==> src/rtl/gpu_brush_writer.sv <==
// Brush stamp writer: paints a square of (cmd_size+1)^2 pixels into the GPU, one write every two cycles at best.
// Optional clipping against the panel edge is enabled by defining BRUSH_CLIP_EN; otherwise coordinates wrap.
module gpu_brush_writer #(
    parameter int GRID_W = 64,
    parameter int GRID_H = 64
) (
    input  logic       clk,
    input  logic       rstn,
    input  logic       cmd_valid,
    output logic       cmd_ready,
    input  logic [5:0] cmd_x,
    input  logic [5:0] cmd_y,
    input  logic [2:0] cmd_size,
    input  logic [7:0] cmd_color,
    input  logic       cmd_overlay,
    input  logic       cmd_palette,
    input  logic       write_available,
    output logic       write,
    output logic [7:0] px_data,
    output logic [5:0] column,
    output logic [5:0] row,
    output logic       image_palette,
    output logic       image_overlay,
    output logic       busy,
    output logic       done
);

    typedef enum logic [1:0] {
        IDLE  = 2'd0,
        ISSUE = 2'd1,
        GAP   = 2'd2,
        DONE  = 2'd3
    } state_t;

    state_t     state_q, state_d;
    logic [5:0] x_q, x_d;
    logic [5:0] y_q, y_d;
    logic [2:0] size_q, size_d;
    logic [7:0] color_q, color_d;
    logic       ovl_q, ovl_d;
    logic       pal_q, pal_d;
    logic [2:0] dx_q, dx_d;
    logic [2:0] dy_q, dy_d;

    logic [6:0] sum_x;
    logic [6:0] sum_y;
    logic       pix_ok;
    logic       last_pix;

    // Sums are kept one bit wider so an off-panel pixel is distinguishable from a wrapped one.
    assign sum_x    = {1'b0, x_q} + {4'b0, dx_q};
    assign sum_y    = {1'b0, y_q} + {4'b0, dy_q};
    assign last_pix = (dx_q == size_q) && (dy_q == size_q);

`ifdef BRUSH_CLIP_EN
    assign pix_ok = (int'(sum_x) < GRID_W) && (int'(sum_y) < GRID_H);
    assign column = sum_x[5:0];
    assign row    = sum_y[5:0];
`else
    assign pix_ok = 1'b1;
    assign column = 6'(sum_x % 7'(GRID_W));
    assign row    = 6'(sum_y % 7'(GRID_H));
`endif

    assign px_data       = color_q;
    assign image_palette = pal_q;
    assign image_overlay = ovl_q;
    assign cmd_ready     = (state_q == IDLE);
    assign busy          = (state_q == ISSUE) || (state_q == GAP);
    assign done          = (state_q == DONE);

    always_comb begin
        state_d = state_q;
        x_d     = x_q;
        y_d     = y_q;
        size_d  = size_q;
        color_d = color_q;
        ovl_d   = ovl_q;
        pal_d   = pal_q;
        dx_d    = dx_q;
        dy_d    = dy_q;
        write   = 1'b0;
        unique case (state_q)
            IDLE: begin
                if (cmd_valid) begin
                    x_d     = cmd_x;
                    y_d     = cmd_y;
                    size_d  = cmd_size;
                    color_d = cmd_color;
                    ovl_d   = cmd_overlay;
                    pal_d   = cmd_palette;
                    dx_d    = 3'd0;
                    dy_d    = 3'd0;
                    state_d = ISSUE;
                end
            end
            ISSUE: begin
                // A clipped pixel is skipped without waiting for the GPU.
                if (!pix_ok) begin
                    state_d = GAP;
                end else if (write_available) begin
                    write   = 1'b1;
                    state_d = GAP;
                end
            end
            GAP: begin
                if (last_pix) begin
                    state_d = DONE;
                end else begin
                    state_d = ISSUE;
                    if (dx_q == size_q) begin
                        dx_d = 3'd0;
                        dy_d = dy_q + 3'd1;
                    end else begin
                        dx_d = dx_q + 3'd1;
                    end
                end
            end
            DONE: begin
                state_d = IDLE;
            end
            default: begin
                state_d = IDLE;
            end
        endcase
    end

    always_ff @(posedge clk or negedge rstn) begin
        if (!rstn) begin
            state_q <= IDLE;
            x_q     <= 6'd0;
            y_q     <= 6'd0;
            size_q  <= 3'd0;
            color_q <= 8'd0;
            ovl_q   <= 1'b0;
            pal_q   <= 1'b0;
            dx_q    <= 3'd0;
            dy_q    <= 3'd0;
        end else begin
            state_q <= state_d;
            x_q     <= x_d;
            y_q     <= y_d;
            size_q  <= size_d;
            color_q <= color_d;
            ovl_q   <= ovl_d;
            pal_q   <= pal_d;
            dx_q    <= dx_d;
            dy_q    <= dy_d;
        end
    end

endmodule
==> config.mk <==
export PLATFORM = sky130hd
export DESIGN_NAME = gpu_brush_writer
export DESIGN_NICKNAME = d
export VERILOG_FILES = /design/src/rtl/gpu_brush_writer.sv
export SDC_FILE = /design/constraint.sdc
export NUM_CORES = 1
export LEC_CHECK = 0
export CAP_MARGIN = 20
export CORE_MARGIN = 2
export CORE_UTILIZATION = 47
export DETAILED_ROUTE_END_ITERATION = 10
export PLACE_DENSITY = 0.78
export SKIP_LAST_GASP = 1
export SLEW_MARGIN = 0
export SYNTH_ARGS = -nofsm -noshare
export SYNTH_HDL_FRONTEND = slang
export SYNTH_SLANG_ARGS = --single-unit
==> constraint.sdc <==
create_clock -name clk -period 2.6 [get_ports clk]
set_input_delay 0.78 -clock clk [delete_from_list [all_inputs] [get_ports clk]]
set_output_delay 0.78 -clock clk [all_outputs]
set_load 0.02 [all_outputs]
==> results of run 1 <==
-- path summary, 6_finish.rpt --
path | startpoint | to | cells after the start
max | x_q[0] | column[4] | 6
min | px_data[5] | px_data[5] | 1
max reg2reg | state_q[0] | dy_q[2] | 7
min reg2reg | px_data[5] | px_data[5] | 1
max in group asynchronous | rstn | size_q[0] | 2
min in group asynchronous | rstn | x_q[1] | 2
-- worst max-delay path, cell delays in order (launching register included) --
cell and delay (ns):
dfrtp_1 0.40, ha_2 0.22, fa_2 0.34, a21o_1 0.17
nand2_1 0.07, xnor2_1 0.13, buf_4 0.17
-- timing repair --
action | 4_1_cts | 5_1_grt
gates resized for setup | 35 | 15
buffers inserted | 0 | 3
setup endpoints to repair | 11 | 9
hold endpoints to repair | 0 | 0
pin swaps | 0 | 3
-- layout by cell type (no fill, tap or decap), types with 3 or more instances in the layout --
cell | netlist | final
nand2_1 | 14 | 14
inv_1 | 8 | 8
buf_4 | 0 | 19
xor2_1 | 6 | 6
a21o_1 | 3 | 3
ha_1 | 13 | 11
dlygate4sd2_1 | 0 | 3
nor2_1 | 3 | 3
nand4_1 | 3 | 3
dfrtp_1 | 33 | 33
xnor2_1 | 8 | 8
nand3_1 | 6 | 6
clkdlybuf4s50_1 | 0 | 43
mux2_2 | 25 | 25
clkbuf_8 | 0 | 6
-- cell families (layout without fill, tap and decap cells) --
kind of cell,Yosys count,after routing,share of synthesized area
adders and majority gates,15,15,0.112
and+or+nand+nor,36,36,0.104
buffers and inverters,13,84,0.0324
xor gates and xnor gates,14,14,0.0676
muxes,27,27,0.166
AOI/OAI and AO/OA,17,17,0.0628
DFF,33,33,0.455
-- registers in the layout, indices dropped and copies added, names as in the netlist --
name           cells
dx_q               3
dy_q               3
image_overlay      1
image_palette      1
px_data            8
size_q             3
state_q            2
x_q                6
y_q                6
-- stage by stage --
step | area (sq um) | hold WS, ns | total power, mW | std cells
2_1_floorplan | 1810 | 0.484 | 2.27 | 155
3_3_place_gp | 2470 | 0.486 | 3.03 | 263
3_5_place_dp | 2470 | 0.495 | 3.14 | 263
4_1_cts | 2580 | 0.510 | 3.57 | 271
5_1_grt | 2600 | 0.531 | 3.86 | 274
6_report | 2600 | 0.503 | 3.59 | 274
-- layer usage --
layer | vias to the layer above | GRT usage | part of all wire
li1 | 681 | - | -
met1 | 672 | 0.212 | 0.39
met2 | 50 | 0.358 | 0.50
met3 | 8 | 0.0801 | 0.082
met4 | 0 | 0.0638 | 0.018
met5 | - | 0 | 0
-- power groups by stage --
| stage | logic, mW | clock network (mW) | registers, mW |
|---|---|---|---|
| final | 2.13 | 0.499 | 0.958 |
| after global routing | 2.33 | 0.534 | 0.997 |
| after CTS | 2.10 | 0.508 | 0.967 |
| after detailed placement | 2.16 | 0 | 0.976 |
| after global placement | 2.08 | 0 | 0.951 |
| after floorplan | 1.21 | 0 | 1.06 |
-- area by class of cell --
cell class,instances,area (sq um)
Clock buffer,6,82.6
Clock inverter,2,37.5
Fill cell,290,1090
Inverter,8,30.0
Multi-Input combinational cell,109,946
Sequential cell,33,826
Tap cell,48,60.1
Timing Repair Buffer,68,614
-- cell usage after synthesis (2+ instances only) --
| cell type | instances |
|---|---|
| nor3b_1 | 2 |
| dfrtp_1 | 33 |
| nand3_1 | 6 |
| mux2_2 | 25 |
| inv_1 | 8 |
| xnor2_1 | 8 |
| ha_1 | 13 |
| clkbuf_1 | 2 |
| xor2_1 | 6 |
| mux2i_1 | 2 |
| nor2_1 | 3 |
| fa_1 | 2 |
| o21ai_0 | 3 |
| buf_2 | 2 |
| nand2_1 | 14 |
| nand4_1 | 3 |
| a21oi_1 | 4 |
| a21o_1 | 3 |
==> results_dict.tcl, run 1 <==
set metrics [dict create \
    outcome "complete, no violations" \
    synth_enable_flop_cells 0 \
    gp_congestion 0.707 \
    setup_viol 0 \
    post-route-util 0.704 \
    pwr-share-comb 0.594 \
    criticalPathCategory "reg2out" \
    vias_per_cell 5.15 \
    avgSynthCellArea_sq_um 11.7 \
    internal_power_mw 2.12 \
    start_util 0.492 \
    swShare 0.409 \
    ys_ff_latch 33 \
    die_x_um 66.1 \
    dpl.hpwl_um 2880 \
    core-area_sq_mm 0.00369 \
    num_rows 22 \
    wirelength_um 3900 \
    globalRouteOverflowTotal 0 \
    worst_setup_path_start_kind "flop" \
    cp-end-kind "output pin" \
    max_freq_ghz 0.392 \
    htree_levels 2 \
    drt_first_pass_iters 4 \
    leakage_nw 1.18 \
    rsz0062_at_grt "true" \
    finalCritPeriodShare 0.981 \
    ys_seq_area_frac 0.455 \
    io_pins 55 \
    power_switching_mw 1.47 \
    synth_top_cell_by_area "dfrtp_1" \
    grt_pass1_wl_um 6580 \
    crit_required_ns 1.82 \
    yosysTopAreaCellShare 0.455 \
    grt_pass1_vias 1544 \
    synth_area_leaders "dfrtp_1 46%, mux2_2 16%, ha_1 9.0%" \
    min_period_ns 2.55 \
    vias 1411 \
    clk_latency_ns 0.28 \
    worst_slack_ns 0.0484 \
    antenna_found_initial 0 \
    hold_viol_final 0 \
    syn_nets 199 \
    io_buffers 54 \
    path_clk_slew_ns 0.07 \
    peakVddDrop_v 0.000795 \
    ant_nets 0 \
    cts_made_buffers 5 \
    clock-root-buffer "clkbuf_8" \
    syn-cell-area_sq_mm 0.00181 \
    worstPathMaxFanout 2 \
    dieArea_sq_mm 0.00437 \
    ys.flop_type "dfrtp_1" \
    p_per_area_mw_per_mm2 1380 \
    drive_above_1_share 0.283 \
    async_flop_share 1.00 \
    cts_hold_buf 0 \
    grt_max_degree 34 \
    critPathArrivalTime_ns 1.77 \
    pre_cts_ws_ns -0.179 \
    finalSetupTns_ns 0 \
    tightest_slew_ns 0.690 \
    syn_to_final_growth_pct 43.2 \
    cts_sinks 33 \
    drtIter0Drc 43 \
    hold_path_class "reg2reg" \
    grt_usage 0.200 \
    synthesis.instances 155 \
    max-cap-violations 0 \
    yosys_warnings 0 \
    p_seq_frac 0.267 \
    wire_per_inst_um 14.2 \
    power_frac_clock 0.139 \
    r2r_setup_slack_ns 0.54 \
    clk_path_buf_depth 2 \
    drc 0 \
    final-max-slew-violation-count 0 \
    final_nets 269 \
    slew_headroom 0.537 \
    fin_skew_ns 0.00524 \
    antennaDiodeCount 0 \
    die_y_um 66.1 \
    synth_cell_types 34 \
    cts_tree "yes" \
]
Note: power is estimated with default switching activity, not from simulation.
==> run 2: changes to the inputs <==
--- a/config.mk
+++ b/config.mk
@@ -8,6 +8,7 @@
 export CAP_MARGIN = 20
 export CORE_MARGIN = 2
 export CORE_UTILIZATION = 47
+export CTS_CLUSTER_SIZE = 30
 export DETAILED_ROUTE_END_ITERATION = 10
 export PLACE_DENSITY = 0.78
 export SKIP_LAST_GASP = 1
==> results of run 2 <==
The final DEF is identical to that of run 1; final timing and power are the same.
==> run 3: changes to the inputs <==
--- a/config.mk
+++ b/config.mk
@@ -5,6 +5,7 @@
 export SDC_FILE = /design/constraint.sdc
 export NUM_CORES = 1
 export LEC_CHECK = 0
+export ABC_AREA = 1
 export CAP_MARGIN = 20
 export CORE_MARGIN = 2
 export CORE_UTILIZATION = 47
==> results_dict.tcl, run 3 <==
set metrics [dict create \
    ys.flop_type "dfrtp_1" \
    synthMostInstantiatedCell "nand2_1" \
    worstPathMaxFanout 2 \
    leakage_nw 1.41 \
    path_clk_slew_ns 0.07 \
    power_switching_mw 1.33 \
    drtIter0Drc 59 \
    cts_made_buffers 5 \
    syn_nets 268 \
    hold_path_class "reg2reg" \
    num_rows 22 \
    worst_setup_path_start_kind "flop" \
    fin_cells 348 \
    synth_top_cell_by_area "dfrtp_1" \
    critPathArrivalTime_ns 1.75 \
    synthTopCellsByCount "101 x nand2_1, 33 x dfrtp_1, 20 x inv_1, 13 x ha_1, 7 x nand3_1" \
    avgSynthCellArea_sq_um 8.27 \
    layout_common_cells "101 x nand2_1, 42 x clkdlybuf4s50_1, 33 x dfrtp_1, 23 x buf_4, 20 x inv_1" \
    max_freq_ghz 0.395 \
    crit_required_ns 1.82 \
    vias_per_cell 4.68 \
    worstReg2RegStart "state_q[0]" \
    clock-root-buffer "clkbuf_8" \
    syn_to_final_growth_pct 43.6 \
    setup_viol 0 \
    holdPathEnd "px_data[4]" \
    r2r_setup_slack_ns 0.96 \
    criticalPathCategory "reg2out" \
    cts_hold_buf 0 \
    hold_slack_ns 0.478 \
    tightest_slew_ns 0.418 \
    peakVddDrop_v 0.000646 \
    ys_seq_area_frac 0.446 \
    synth_enable_flop_cells 0 \
    swShare 0.435 \
    cts_tree "yes" \
    cts_sinks 33 \
    hold_depth 2 \
    async_flop_share 1.00 \
    synth_area_leaders "dfrtp_1 45%, nand2_1 20%, ha_1 8.8%" \
    gp_congestion 0.804 \
    p_seq_frac 0.295 \
    dpl.hpwl_um 3000 \
    grt_pass1_vias 1582 \
    final_common_cell "nand2_1" \
    core-area_sq_mm 0.00372 \
    finalCritPeriodShare 0.974 \
    clk_latency_ns 0.29 \
    vias 1628 \
    synthesis.instances 224 \
    r2r_cells 10 \
    hold_viol_final 0 \
    min_period_ns 2.53 \
    io_buffers 54 \
    internal_power_mw 1.73 \
    htree_levels 2 \
    clk_path_buf_depth 2 \
    outcome "complete, no violations" \
    placed_cells_incl_taps 340 \
    syn-cell-area_sq_mm 0.00185 \
    dieArea_sq_mm 0.00446 \
    fin_skew_ns 0.00476 \
    die_x_um 66.8 \
    yosys_warnings 0 \
    rsz0062_at_grt "true" \
    grt_max_degree 34 \
    globalRouteOverflowTotal 0 \
    final_nets 344 \
    grt_usage 0.207 \
    max-cap-violations 0 \
    pwr-share-comb 0.577 \
    ys_ff_latch 33 \
    cp-end-kind "output pin" \
    start_util 0.499 \
    antenna_found_initial 0 \
    p_per_area_mw_per_mm2 1150 \
    drt_first_pass_iters 4 \
    reg2reg_to "dx_q[0]" \
    wire_per_inst_um 11.4 \
    synth_cell_types 26 \
    finalSetupTns_ns 0 \
    drc 0 \
    io_pins 55 \
    final-max-slew-violation-count 0 \
    grt_pass1_wl_um 6820 \
    power_frac_clock 0.128 \
    ant_nets 0 \
    hold_path.startpoint "px_data[4]" \
    yosysTopAreaCellShare 0.446 \
    slew_headroom 0.721 \
    wirelength_um 3960 \
    die_y_um 66.8 \
    largest_reg_flops 8 \
    drive_above_1_share 0.170 \
    antennaDiodeCount 0 \
]
run 3: kinds of logic after synthesis:
group | synth area share
compound gates | 0.0527
xor+xnor | 0.0473
fa+ha+maj | 0.109
buf+inv | 0.0540
flops | 0.446
simple gates | 0.291
run 3: timing repair:
item                       in CTS  in global routing
hold endpoints to repair        0                  0
buffers inserted                0                  1
gates resized for setup        26                 15
setup endpoints to repair      11                  8
run 3: worst max-delay path, cell delays in order (launching register included):
cell,delay [ns]
dfrtp_1,0.36
ha_1,0.16
inv_1,0.05
fa_1,0.38
o21ai_1,0.17
xor2_1,0.17
buf_4,0.17
run 3: how the worst max path moves through the flow:
stage | startpoint | end | slack, ns | depth (start not counted)
final | y_q[0] | row[4] | 0.07 | 6
after global routing | dy_q[0] | row[4] | -0.05 | 6
after CTS | y_q[0] | row[4] | -0.18 | 6
after detailed placement | y_q[0] | row[4] | -0.14 | 6
after global placement | write_available | write | -0.11 | 4
after floorplan | dy_q[0] | row[4] | 0.22 | 5
run 3: power groups by stage:
stage,clock network [mW],logic [mW],registers (mW)
after floorplan,0,1.00,0.973
after global placement,0,1.82,0.894
after detailed placement,0,1.84,0.901
after CTS,0.405,1.78,0.899
after global routing,0.426,1.95,0.934
final,0.391,1.76,0.902
run 3: per-layer routing:
| layer | vias to the layer above | wire length (um) | global-route usage | part of all wire |
|---|---|---|---|---|
| met5 | - | 0 | 0 | 0 |
| met4 | 0 | 44 | 0.0612 | 0.011 |
| met3 | 5 | 250 | 0.0845 | 0.063 |
| met2 | 39 | 1900 | 0.341 | 0.48 |
| met1 | 736 | 1770 | 0.248 | 0.45 |
| li1 | 848 | - | - | - |
run 3: cell type report:
class,count,area (sq um)
tap,48,60.1
fill,289,1060
clock buffer,6,82.6
inverter,21,78.8
clock inverter,1,7.51
sequential,33,826
multi-input combinational,165,945
timing repair buffer,74,661
run 3: metrics by stage:
| stage | area (sq um) | total power, mW | util | worst slack [ns] |
|---|---|---|---|---|
| 2_1_floorplan | 1850 | 1.98 | - | 0.216 |
| 3_3_place_gp | 2570 | 2.71 | 0.693 | -0.113 |
| 3_5_place_dp | 2570 | 2.74 | 0.693 | -0.138 |
| 4_1_cts | 2650 | 3.08 | 0.712 | -0.184 |
| 5_1_grt | 2660 | 3.31 | 0.716 | -0.0492 |
| 6_report | 2660 | 3.06 | 0.716 | 0.0667 |
